`config.mk`:
```
export PLATFORM = sky130hd
export DESIGN_NAME = csa_accum_flat
export DESIGN_NICKNAME = d
export VERILOG_FILES = /design/src/rtl/csa_accum_pkg.sv /design/src/rtl/csa_accum_if.sv /design/src/rtl/csa_accum_csa42_slice.sv /design/src/rtl/csa_accum.sv /design/src/flat_wrapper.sv
export SDC_FILE = /design/constraint.sdc
export NUM_CORES = 1
export LEC_CHECK = 0
export ABC_AREA = 1
export CAP_MARGIN = 5
export CORE_ASPECT_RATIO = 0.75
export CORE_UTILIZATION = 35
export CTS_CLUSTER_SIZE = 10
export DETAILED_ROUTE_END_ITERATION = 8
export PLACE_DENSITY = 0.53
export RECOVER_POWER = 25
export SLEW_MARGIN = 20
export SYNTH_ARGS = -nofsm -noshare
export SYNTH_HDL_FRONTEND = slang
export SYNTH_SLANG_ARGS = --single-unit
```
`constraint.sdc`:
```
create_clock -name clk -period 10 [get_ports clk]
set_input_delay 2.5 -clock clk [delete_from_list [all_inputs] [get_ports clk]]
set_output_delay 2.5 -clock clk [all_outputs]
set_load 0.1 [all_outputs]
```
`src/rtl/csa_accum_pkg.sv`:
```
// csa_accum_pkg: shared state encoding and derived constants for csa_accum
package csa_accum_pkg;
  typedef enum logic [1:0] {ACCUM, RESOLVE, OUTPUT} state_t;
  function automatic int nch(input int acc_width, input int chunk);
    return acc_width / chunk;
  endfunction
endpackage

```
`src/rtl/csa_accum_if.sv`:
```
// csa_accum_if: beat input channel and result output channel of csa_accum
interface csa_accum_if #(
  parameter int IN_WIDTH  = 16,
  parameter int ACC_WIDTH = 24,
  parameter int CNT_W     = 16
);
  logic                 in_valid;
  logic                 in_ready;
  logic                 in_last;
  logic [3:0]           in_en;
  logic [IN_WIDTH-1:0]  in_w;
  logic [IN_WIDTH-1:0]  in_x;
  logic [IN_WIDTH-1:0]  in_y;
  logic [IN_WIDTH-1:0]  in_z;
  logic                 out_valid;
  logic                 out_ready;
  logic [ACC_WIDTH-1:0] out_sum;
  logic                 out_ovfl;
  logic [CNT_W-1:0]     out_count;
  modport master (
    output in_valid, in_last, in_en, in_w, in_x, in_y, in_z, out_ready,
    input  in_ready, out_valid, out_sum, out_ovfl, out_count
  );
  modport slave (
    input  in_valid, in_last, in_en, in_w, in_x, in_y, in_z, out_ready,
    output in_ready, out_valid, out_sum, out_ovfl, out_count
  );
endinterface

```
`src/rtl/csa_accum_csa42_slice.sv`:
```
// csa42_slice: word-wide 4:2 compressor (carry-in 0) built from two 3:2 levels
module csa42_slice #(
  parameter int W = 24
) (
  input  logic [W-1:0] a_i,
  input  logic [W-1:0] b_i,
  input  logic [W-1:0] c_i,
  input  logic [W-1:0] d_i,
  output logic [W-1:0] s_o,
  output logic [W-1:0] c_o,
  output logic         ovf_o
);
  logic [W-1:0] s0, m0, c0, m1;
  always_comb begin
    s0    = a_i ^ b_i ^ c_i;
    m0    = (a_i & b_i) | (a_i & c_i) | (b_i & c_i);
    c0    = m0 << 1;
    s_o   = s0 ^ c0 ^ d_i;
    m1    = (s0 & c0) | (s0 & d_i) | (c0 & d_i);
    c_o   = m1 << 1;
    // top majority bits would land at weight 2^W and are dropped
    ovf_o = m0[W-1] | m1[W-1];
  end
endmodule

```
`src/rtl/csa_accum.sv`:
```
// csa_accum: carry-save multi-operand accumulator with chunked carry-propagate resolve
module csa_accum
  import csa_accum_pkg::*;
#(
  parameter int IN_WIDTH  = 16,
  parameter int ACC_WIDTH = 24,
  parameter int CHUNK     = 8,
  parameter int CNT_W     = 16
) (
  input logic       clk,
  input logic       rst,
  csa_accum_if.slave bus
);
  localparam int NCH = nch(ACC_WIDTH, CHUNK);
  localparam int KW  = NCH > 1 ? $clog2(NCH) : 1;
  if (ACC_WIDTH % CHUNK != 0) begin : g_chunk_chk
    $error("csa_accum: ACC_WIDTH must be a multiple of CHUNK");
  end
  if (ACC_WIDTH < IN_WIDTH) begin : g_width_chk
    $error("csa_accum: ACC_WIDTH must be >= IN_WIDTH");
  end
  state_t               state_q, state_d;
  logic [ACC_WIDTH-1:0] s_q, s_d, c_q, c_d, res_q, res_d;
  logic [ACC_WIDTH-1:0] ow, ox, oy, oz, s1, c1, s2, c2;
  logic                 ovfl_q, ovfl_d, rc_q, rc_d, ov1, ov2;
  logic [CNT_W-1:0]     cnt_q, cnt_d;
  logic [KW-1:0]        k_q, k_d;
  logic [CHUNK:0]       csum;
  assign ow = bus.in_en[0] ? ACC_WIDTH'(bus.in_w) : '0;
  assign ox = bus.in_en[1] ? ACC_WIDTH'(bus.in_x) : '0;
  assign oy = bus.in_en[2] ? ACC_WIDTH'(bus.in_y) : '0;
  assign oz = bus.in_en[3] ? ACC_WIDTH'(bus.in_z) : '0;
  csa42_slice #(.W(ACC_WIDTH)) u_stage1 (
    .a_i(ow), .b_i(ox), .c_i(oy), .d_i(oz), .s_o(s1), .c_o(c1), .ovf_o(ov1)
  );
  csa42_slice #(.W(ACC_WIDTH)) u_stage2 (
    .a_i(s_q), .b_i(c_q), .c_i(s1), .d_i(c1), .s_o(s2), .c_o(c2), .ovf_o(ov2)
  );
  assign csum = {1'b0, s_q[int'(k_q)*CHUNK +: CHUNK]} + {1'b0, c_q[int'(k_q)*CHUNK +: CHUNK]}
              + (CHUNK+1)'(rc_q);
  always_comb begin
    state_d = state_q;
    s_d     = s_q;
    c_d     = c_q;
    res_d   = res_q;
    ovfl_d  = ovfl_q;
    rc_d    = rc_q;
    cnt_d   = cnt_q;
    k_d     = k_q;
    case (state_q)
      ACCUM: if (bus.in_valid) begin
        s_d    = s2;
        c_d    = c2;
        ovfl_d = ovfl_q | ov1 | ov2;
        cnt_d  = &cnt_q ? cnt_q : cnt_q + 1'b1;
        if (bus.in_last) begin
          state_d = RESOLVE;
          k_d     = '0;
          rc_d    = 1'b0;
        end
      end
      RESOLVE: begin
        res_d[int'(k_q)*CHUNK +: CHUNK] = csum[CHUNK-1:0];
        rc_d = csum[CHUNK];
        if (k_q == KW'(NCH-1)) begin
          state_d = OUTPUT;
          ovfl_d  = ovfl_q | csum[CHUNK];
          rc_d    = 1'b0;
        end else k_d = k_q + 1'b1;
      end
      OUTPUT: if (bus.out_ready) begin
        state_d = ACCUM;
        s_d     = '0;
        c_d     = '0;
        res_d   = '0;
        ovfl_d  = 1'b0;
        cnt_d   = '0;
        k_d     = '0;
      end
      default: state_d = ACCUM;
    endcase
  end
  always_ff @(posedge clk or posedge rst) begin
    if (rst) begin
      state_q <= ACCUM;
      s_q     <= '0;
      c_q     <= '0;
      res_q   <= '0;
      ovfl_q  <= 1'b0;
      rc_q    <= 1'b0;
      cnt_q   <= '0;
      k_q     <= '0;
    end else begin
      state_q <= state_d;
      s_q     <= s_d;
      c_q     <= c_d;
      res_q   <= res_d;
      ovfl_q  <= ovfl_d;
      rc_q    <= rc_d;
      cnt_q   <= cnt_d;
      k_q     <= k_d;
    end
  end
  assign bus.in_ready  = state_q == ACCUM;
  assign bus.out_valid = state_q == OUTPUT;
  assign bus.out_sum   = res_q;
  assign bus.out_ovfl  = ovfl_q;
  assign bus.out_count = cnt_q;
endmodule

```
`src/flat_wrapper.sv`:
```
// flat-port wrapper written by rule: the top's interface ports become plain ports
module csa_accum_flat import csa_accum_pkg::*;
#(
  parameter int IN_WIDTH  = 16,
  parameter int ACC_WIDTH = 24,
  parameter int CHUNK     = 8,
  parameter int CNT_W     = 16
)
  (clk, rst, bus_in_valid, bus_in_last, bus_in_en, bus_in_w, bus_in_x, bus_in_y, bus_in_z, bus_out_ready, bus_in_ready, bus_out_valid, bus_out_sum, bus_out_ovfl, bus_out_count);
  csa_accum_if #(.IN_WIDTH(IN_WIDTH), .ACC_WIDTH(ACC_WIDTH), .CNT_W(CNT_W)) bus_i ();
  input logic clk;
  input logic rst;
  input wire logic [$bits(bus_i.in_valid)-1:0] bus_in_valid;
  input wire logic [$bits(bus_i.in_last)-1:0] bus_in_last;
  input wire logic [$bits(bus_i.in_en)-1:0] bus_in_en;
  input wire logic [$bits(bus_i.in_w)-1:0] bus_in_w;
  input wire logic [$bits(bus_i.in_x)-1:0] bus_in_x;
  input wire logic [$bits(bus_i.in_y)-1:0] bus_in_y;
  input wire logic [$bits(bus_i.in_z)-1:0] bus_in_z;
  input wire logic [$bits(bus_i.out_ready)-1:0] bus_out_ready;
  output wire logic [$bits(bus_i.in_ready)-1:0] bus_in_ready;
  output wire logic [$bits(bus_i.out_valid)-1:0] bus_out_valid;
  output wire logic [$bits(bus_i.out_sum)-1:0] bus_out_sum;
  output wire logic [$bits(bus_i.out_ovfl)-1:0] bus_out_ovfl;
  output wire logic [$bits(bus_i.out_count)-1:0] bus_out_count;
  assign bus_i.in_valid = bus_in_valid;
  assign bus_i.in_last = bus_in_last;
  assign bus_i.in_en = bus_in_en;
  assign bus_i.in_w = bus_in_w;
  assign bus_i.in_x = bus_in_x;
  assign bus_i.in_y = bus_in_y;
  assign bus_i.in_z = bus_in_z;
  assign bus_i.out_ready = bus_out_ready;
  assign bus_in_ready = bus_i.in_ready;
  assign bus_out_valid = bus_i.out_valid;
  assign bus_out_sum = bus_i.out_sum;
  assign bus_out_ovfl = bus_i.out_ovfl;
  assign bus_out_count = bus_i.out_count;
  csa_accum #(.IN_WIDTH(IN_WIDTH), .ACC_WIDTH(ACC_WIDTH), .CHUNK(CHUNK), .CNT_W(CNT_W)) u_core (.clk(clk), .rst(rst), .bus(bus_i));
endmodule
```
==> out/qor.yml, run 1 <==
slew_violations: 0
maxSlewHeadroom_pct: 10.4
cts_buffers: 9
cts_max_path_buffers: 2
path_class: "in -> reg"
hold_viol_final: 0
die_y_um: 120
cp_max_fo: 16
ys_seq_area_share_pct: 35.3
ant_nets: 0
post_cts_buffers: 0
hpwl_um: 13500
crit_required_ns: 10.25
endpoint_kind: "flip-flop"
layout_min_cycle_time_ns: 5.66
avgRoutedWirePerCell_um: 15.8
drtIter0Drc: 313
cap_violations: 0
worstPathArrival_ns: 5.91
synth_flop_cell: "dfrtp_1"
grt_pass1_vias: 5560
cpPeakStageDelay_ns: 0.92
status: "finished, final reports clean"
seq_power_share_pct: 24.0
ys_types: 31
clockRootBuffer: "clkbuf_16"
vias_per_cell: 4.86
yosysWarningCount: 0
synth_fa_ha_area_share_pct: 25.0
synth_compound_area_share_pct: 10.4
power.density_nw_per_um2: 300
cts_hold_buffers: 0
grt_max_degree: 74
setup_tns_ns: 0
fmax_mhz: 177
power_frac_comb_pct: 58.6
min_path_type: "reg -> reg"
synth_top_family_by_area: "adder cells"
area_growth_pct: 25.7
pin_count: 116
grtUsageTotal_pct: 19.5
crit_family: "adder cells"
synth-xor-area-share_pct: 0.940
die_area_um2: 19200
syn_avg_cell_area_um2: 8.67
syn_nets: 916
overflow: 0
path_clk_slew_ns: 0.07
diodes: 0
setup_violations: 0
netlist_area_um2: 6520
rrSetupSlack_ns: 6.81
power_leakage_nw: 3.63
worst_pin_slew_ns: 1.34
h-tree-depth: 3
power.switching_w: 0.00123
clock-sinks: 92
ys_ff_latch: 92
clock_skew_ns: 0.0114
crit_path_start_kind: "primary input"
rows: 42
crit_buf_inv: 2
vias: 5344
synth_edf_count: 0
nNetsFinal: 1017
cp_cell_sequence: "clkdlybuf4s50_1 > nand2_1 > fa_1 > fa_1 > fa_1 > inv_1 > fa_1 > nand2_1 > o21ai_0"
drc_errors: 0
io_buffers: 115
swShare_pct: 49.9
antenna_found_initial: 0
synthMuxAreaShare_pct: 0
clkPwrFrac_pct: 17.4
ys_async_sr_fraction_pct: 100
die_x_um: 160
fin_util_pct: 45.7
cts_resized: 0
synthSimpleGateAreaFrac_pct: 20.3
cp_slowest_cell: "clkdlybuf4s50_1"
crit_top_cell: "fa_1"
wl_um: 17400
fillCellCount: 1741
drive_gt1_share_pct: 4.78
initial_utilization_pct: 36.4
intPower_w: 0.00123
synthCells: 752
cts_tree: "built"
place.gp.congestion: 0.843
rsz0062_at_grt: "false"
multi_input_area_um2: 3670
ir_worst_vdd_v: 0.000134
seqCellArea_um2: 2300
coreArea_um2: 17900
first_pass_iters: 5
fin_crit_sh_pct: 56.6
insertion_delay_ns: 0.35
grt_pass1_wl_um: 29500
## per-layer routing
metal / vias to the layer above / wire length [um] / track usage [%]
li1: 2601 / - / -
met1: 2613 / 8780 / 28.6
met2: 119 / 7630 / 30.0
met3: 11 / 814 / 3.95
met4: 0 / 161 / 3.79
met5: - / 0 / 0
## synthesized netlist by cell type (all sizes together), types with 3 or more instances
cell / count / area share (%)
nand3: 33 / 2.5
o21bai: 6 / 0.69
xor2: 4 / 0.54
a21oi: 8 / 0.61
or2: 5 / 0.48
nand2: 228 / 13
o22ai: 43 / 4.1
nor2: 40 / 2.9
buf: 13 / 1.3
dfrtp: 92 / 35
a22oi: 3 / 0.35
xnor2: 3 / 0.40
nand4: 10 / 1.1
fa: 65 / 20
o21ai: 53 / 4.4
clkbuf: 13 / 0.75
ha: 26 / 5.0
inv: 104 / 6.0
## area by class of cell
type | count | area share, %
clock inverter | 7 | 1.79
timing repair buffer | 116 | 14.1
tap | 242 | 3.69
inverter | 105 | 4.82
multi-input combinational | 529 | 44.7
sequential | 92 | 28.1
clock buffer | 9 | 2.75
## power groups by stage
stage | Combinational (W) | Sequential (W) | Clock, W
final | 0.00144 | 0.000590 | 0.000426
after global routing | 0.00161 | 0.000607 | 0.000447
after CTS | 0.00146 | 0.000590 | 0.000434
after detailed placement | 0.00145 | 0.000596 | 0
after global placement | 0.00141 | 0.000594 | 0
after floorplan | 0.000861 | 0.000806 | 0
## worst reg2reg max path: stages, from the launching register on
cell     delay, ns
dfrtp_1       0.97
inv_1         0.28
nor2_1        0.20
a22oi_1       0.11
fa_1          0.45
fa_1          0.41
inv_1         0.07
nand3_1       0.06
nand2_1       0.12
xor2_1        0.23
nand2_1       0.09
o21ai_0       0.15
## flip-flops by register name (all words and copies together), names as in the netlist
| register | count |
|---|---|
| u_core.state_q | 2 |
| u_core.c_q | 22 |
| u_core.bus.out_sum | 24 |
| u_core.bus.out_ovfl | 1 |
| u_core.bus.out_count | 16 |
| u_core.k_q | 2 |
| u_core.rc_q | 1 |
| u_core.s_q | 24 |
## final timing paths
check                                    endpoint                   start  depth (start not counted)
max                                 u_core.s_q[2]            bus_in_en[0]                          9
min                        u_core.bus.out_sum[11]  u_core.bus.out_sum[11]                          2
max reg2reg                u_core.bus.out_sum[12]           u_core.k_q[0]                         11
min reg2reg                u_core.bus.out_sum[11]  u_core.bus.out_sum[11]                          2
max in group asynchronous           u_core.c_q[3]                     rst                          3
min in group asynchronous          u_core.s_q[13]                     rst                          2
## logic make-up after synthesis
family	after synthesis
adder cells (fa/ha/maj)	91
AND/OR/NAND/NOR	316
XOR/XNOR	7
flip-flops	92
AO/OA/AOI/OAI	115
buffers and inverters	131
## through the flow
step	power [W]	cells	area [um^2]	setup WS, ns	hold WS, ns
finish	0.00246	1100	8200	4.34	0.487
detailed placement	0.00205	1084	7850	4.00	0.472
global placement	0.00201	1084	7850	4.07	0.471
floorplan	0.00167	752	6520	4.68	0.481
CTS	0.00249	1100	8220	4.37	0.493
global route	0.00267	1100	8200	4.19	0.515
## cell usage in the layout, fill, tap and decap left out, types with 3 or more instances in the layout
cell type,instances
nand2_1,227
o21ai_2,5
a21oi_1,8
or2_2,5
nor2_4,3
fa_1,65
nand4_1,10
bufinv_16,4
a22oi_1,3
nand3_1,33
o22ai_1,43
nor2_1,33
ha_1,26
clkbuf_16,9
clkdlybuf4s50_1,112
inv_1,98
inv_2,5
dlygate4sd3_1,3
o21bai_1,6
nor2_2,4
xnor2_1,3
xor2_1,4
o21ai_1,4
dfrtp_1,92
o21ai_0,44
(Power assumes the default switching activity.)
==> run 2, diff against run 1 <==
Settings changed: PLACE_DENSITY 0.53 to 0.55.
Clock period 10 ns to 4.6 ns, I/O delays scaled along.
==> run 2 against run 1 <==
The run now ends with capacitance limit, slew limit left. Hold slack worse by 0.0014 ns. Sequential cell count unchanged. Sequential power increased by 110%. Non-clock buffer count is 6 higher. Global-route usage decreased by 0.46 points.
==> out/qor.yml, run 2 (synthesis gave the netlist of run 1 again) <==
slew_violations: 93
hold_end: "u_core.bus.out_sum[13]"
cpPeakStageDelay_ns: 0.56
min_path_type: "reg -> reg"
die_area_um2: 19200
h-tree-depth: 3
cts_resized: 0
hold_viol_final: 0
insertion_delay_ns: 0.36
power_leakage_nw: 3.63
most-common-layout-cells: "226 x nand2_1, 113 x clkdlybuf4s50_1, 97 x inv_1"
diodes: 0
area_growth_pct: 25.5
cp_cell_sequence: "clkdlybuf4s50_1 > buf_4 > nand2_1 > fa_1 > fa_1 > fa_1 > fa_1 > o22ai_1"
power.density_nw_per_um2: 630
die_x_um: 160
grtUsageTotal_pct: 19.1
drtIter0Drc: 341
fmax_mhz: 254
crit_required_ns: 4.80
fin_crit_sh_pct: 85.7
setup_violations: 0
vias_per_cell: 4.74
hpwl_um: 13000
antenna_found_initial: 0
overflow: 0
r2r_start: "u_core.k_q[1]"
drc_errors: 0
initial_utilization_pct: 36.4
clock_skew_ns: 0.00974
rsz0062_at_grt: "false"
drive_gt1_share_pct: 5.90
clock-sinks: 92
avgRoutedWirePerCell_um: 15.5
place.gp.congestion: 0.810
io_buffers: 115
worst_pin_slew_ns: 2.39
crit_path_start_kind: "primary input"
violations: "capacitance limit, slew limit"
path_class: "in -> reg"
fin_ws_ns: 0.657
post_cts_buffers: 0
cts_hold_buffers: 0
coreArea_um2: 17900
crit_top_cell: "fa_1"
placed_cell_area_um2: 7900
nNetsFinal: 1023
hold_start: "u_core.bus.out_sum[13]"
vias: 5239
hold-path-cell-count: 2
pin_count: 116
path_clk_slew_ns: 0.08
first_pass_iters: 5
cts_tree: "built"
final_common_cell: "nand2_1"
r2r_cells: 12
grt_pass1_wl_um: 28300
die_y_um: 120
cp_max_fo: 16
maxSlewHeadroom_pct: -59.3
status: "finished with violations"
clockRootBuffer: "clkbuf_16"
r2r_end: "u_core.bus.out_sum[12]"
grt_max_degree: 93
rows: 42
layout_min_cycle_time_ns: 3.94
totalPowerFinal_w: 0.00515
cp_slowest_cell: "fa_1"
crit_buf_inv: 2
cts_max_path_buffers: 2
ir_worst_vdd_v: 0.000302
endpoint_kind: "flip-flop"
final_cells: 1106
worstPathArrival_ns: 4.14
cts_buffers: 9
wl_um: 17200
dp_cells: 1090
rrSetupSlack_ns: 1.48
cap_violations: 1
dp_worst_setup_slack_ns: 0.268
setup_tns_ns: 0
fin_area_um2: 8180
ant_nets: 0
crit_family: "adder cells"
grt_pass1_vias: 5294
run 2: routing by layer:
| metal | wire length (um) | part of all wire, % | GRT usage, % |
|---|---|---|---|
| met2 | 7240 | 42 | 27.8 |
| met5 | 0 | 0 | 0 |
| met3 | 909 | 5.3 | 4.32 |
| met4 | 132 | 0.77 | 3.97 |
| met1 | 8880 | 52 | 28.8 |
run 2: per-stage QoR:
step | hold WS, ns | util, %
2_1_floorplan | 0.481 | -
3_3_place_gp | 0.471 | 44.1
3_5_place_dp | 0.469 | 44.1
4_1_cts | 0.489 | 45.7
5_1_grt | 0.523 | 45.6
6_report | 0.486 | 45.6
run 2: layout make-up:
| type | count | area (um^2) |
|---|---|---|
| clock buffers | 9 | 225 |
| repair buffers | 122 | 1200 |
| fillers | 1752 | 9740 |
| well taps | 242 | 303 |
| clock inverters | 7 | 65.1 |
| flip-flops and latches | 92 | 2300 |
| inverters | 105 | 395 |
| multi-input cells | 529 | 3690 |
run 2: worst max-delay path by stage:
stage,endpoint,cells past startpoint,startpoint,slack [ns]
6_report,u_core.s_q[5],8,bus_in_en[0],0.66
5_1_grt,u_core.bus.out_sum[9],3,rst,0.45
4_1_cts,u_core.s_q[5],8,bus_in_en[0],0.66
3_5_place_dp,u_core.s_q[5],8,bus_in_en[0],0.27
3_3_place_gp,u_core.s_q[5],8,bus_in_en[0],0.31
2_1_floorplan,u_core.s_q[10],8,bus_in_en[0],0.63
run 2: report_power, final:
group / total, W / switching, W / internal (W) / leakage, nW
combinational: 0.00314 / 0.00211 / 0.00103 / 2.26
sequential: 0.00126 / 0.000201 / 0.00106 / 1.22
clock: 0.000749 / 0.000369 / 0.000381 / 0.140
total: 0.00515 / 0.00268 / 0.00247 / 3.63
run 2: tightest hold or removal path, stage by stage, from the launching register on:
cell     delay [ns]
dfrtp_1        0.35
nand2_1        0.05
nand2_1        0.06
==> run 3, diff against run 2 <==
Settings changed: CELL_PAD_IN_SITES_DETAIL_PLACEMENT set to 1, CELL_PAD_IN_SITES_GLOBAL_PLACEMENT set to 2, CORE_UTILIZATION 35 to 29, PLACE_DENSITY 0.55 to 0.73.
==> run 3 against run 2 <==
Design area up 1.1%. Die area up 20%. Clock power up 2.7%. Clock-buffer cell count up 4. Clock skew about the same. Sequential share of layout area down 0.29 points. Total power up 2.0%. Maximum frequency up 0.25%. Worst setup slack better by 0.0097 ns. Cell count up 4.8%. The run still ends with capacitance limit, slew limit left.
==> out/qor.yml, run 3 (synthesis gave the netlist of run 1 again) <==
insertion_delay_ns: 0.35
multi_input_area_um2: 3690
fillCellCount: 2618
rsz0062_at_grt: "false"
setup_tns_ns: 0
cts_hold_buffers: 0
maxSlewHeadroom_pct: -8.29
intPower_w: 0.00254
clockRootBuffer: "clkbuf_16"
die_area_um2: 23100
worst_pin_slew_ns: 1.62
first_pass_iters: 4
hpwl_um: 15100
cts_buffers: 9
cap_violations: 2
dp_worst_setup_slack_ns: 0.277
vias_per_cell: 4.59
path_clk_slew_ns: 0.07
ant_nets: 0
nNetsFinal: 1024
die_y_um: 132
drive_gt1_share_pct: 5.90
most-common-layout-cells: "226 x nand2_1, 113 x clkdlybuf4s50_1, 97 x inv_1"
clock-sinks: 92
power.switching_w: 0.00272
avgRoutedWirePerCell_um: 16.4
vias: 5320
power.density_nw_per_um2: 636
wl_um: 19000
seqCellArea_um2: 2300
setup_violations: 0
slew_violations: 61
power_leakage_nw: 3.64
h-tree-depth: 3
min_path_type: "reg -> reg"
pin_count: 116
violations: "capacitance limit, slew limit"
cts_max_path_buffers: 2
grt_pass1_wl_um: 31900
worstPathArrival_ns: 4.13
clkPwrFrac_pct: 14.6
die_x_um: 175
fmax_mhz: 254
clock_skew_ns: 0.00975
layout_min_cycle_time_ns: 3.93
drtIter0Drc: 252
diodes: 0
rows: 47
grt_pass1_vias: 5877
post_cts_buffers: 0
fin_ws_ns: 0.666
ir_worst_vdd_v: 0.000253
antenna_found_initial: 0
seq_power_share_pct: 23.9
drc_errors: 0
grtUsageTotal_pct: 17.7
coreArea_um2: 22100
final_common_cell: "nand2_1"
cts_resized: 0
io_buffers: 115
overflow: 0
crit_path_start_kind: "primary input"
fin_crit_sh_pct: 85.5
place.gp.congestion: 0.764
hold_viol_final: 0
grt_max_degree: 45
cts_tree: "built"
cp_max_fo: 16
holdWs_ns: 0.491
status: "finished with violations"
swShare_pct: 51.7
path_class: "in -> reg"
initial_utilization_pct: 29.6
power_frac_comb_pct: 61.5
endpoint_kind: "flip-flop"
crit_required_ns: 4.79
area_growth_pct: 26.8
-- run 3: changes by cell type in the layout (fill, tap and decap cells not counted), sizes merged --
cell	before	now
buf	6	7
clkbuf	10	14
clkinv	3	1
inv	107	105
-- run 3: layout make-up --
class	count	share of cell area (%)
clock buffers	13	3.39
well taps	294	4.45
clock inverters	3	0.303
inverters	105	4.78
multi-input cells	529	44.6
flip-flops and latches	92	27.9
repair buffers	123	14.6
-- run 3: worst paths after layout --
check                                  startpoint                       to  slack, ns  cells past startpoint
max                                  bus_in_en[0]           u_core.s_q[10]       0.67                      8
min reg2reg                u_core.bus.out_sum[10]   u_core.bus.out_sum[10]       0.49                      2
min in group asynchronous                     rst  u_core.bus.out_count[2]       1.63                      2
max reg2reg                         u_core.k_q[1]   u_core.bus.out_sum[12]       1.36                     12
max in group asynchronous                     rst            u_core.s_q[1]       0.97                      3
min                        u_core.bus.out_sum[10]   u_core.bus.out_sum[10]       0.49                      2
-- run 3: metrics by stage --
| step | area (um^2) | instances | util (%) | power, W |
|---|---|---|---|---|
| 6_report | 8270 | 1159 | 37.5 | 0.00525 |
| 5_1_grt | 8270 | 1159 | 37.5 | 0.00574 |
| 4_1_cts | 8270 | 1159 | 37.5 | 0.00534 |
| 3_5_place_dp | 7960 | 1143 | 36.1 | 0.00453 |
| 3_3_place_gp | 7960 | 1143 | 36.1 | 0.00447 |
| 2_1_floorplan | 6520 | 752 | - | 0.00362 |
-- run 3: worst max-delay path, stage by stage --
cell and delay (ns):
clkdlybuf4s50_1 0.45, buf_4 0.23, nand2_1 0.11, fa_1 0.51
fa_1 0.57, fa_1 0.45, fa_1 0.56, o22ai_1 0.08
-- run 3: layer usage --
| metal | track usage (%) | routed length (um) | share of wire, % | vias to the layer above |
|---|---|---|---|---|
| li1 | - | - | - | 2607 |
| met1 | 26.7 | 10100 | 53 | 2635 |
| met2 | 26.5 | 8240 | 43 | 71 |
| met3 | 3.52 | 613 | 3.2 | 7 |
| met4 | 2.75 | 72 | 0.38 | 0 |
| met5 | 0 | 0 | 0 | - |
-- run 3: power groups by stage --
stage          clock (W)  combinational, W  sequential, W
2_1_floorplan          0           0.00187        0.00175
3_3_place_gp           0           0.00321        0.00126
3_5_place_dp           0           0.00327        0.00127
4_1_cts         0.000795           0.00329        0.00126
5_1_grt         0.000823           0.00363        0.00129
6_report        0.000769           0.00323        0.00126
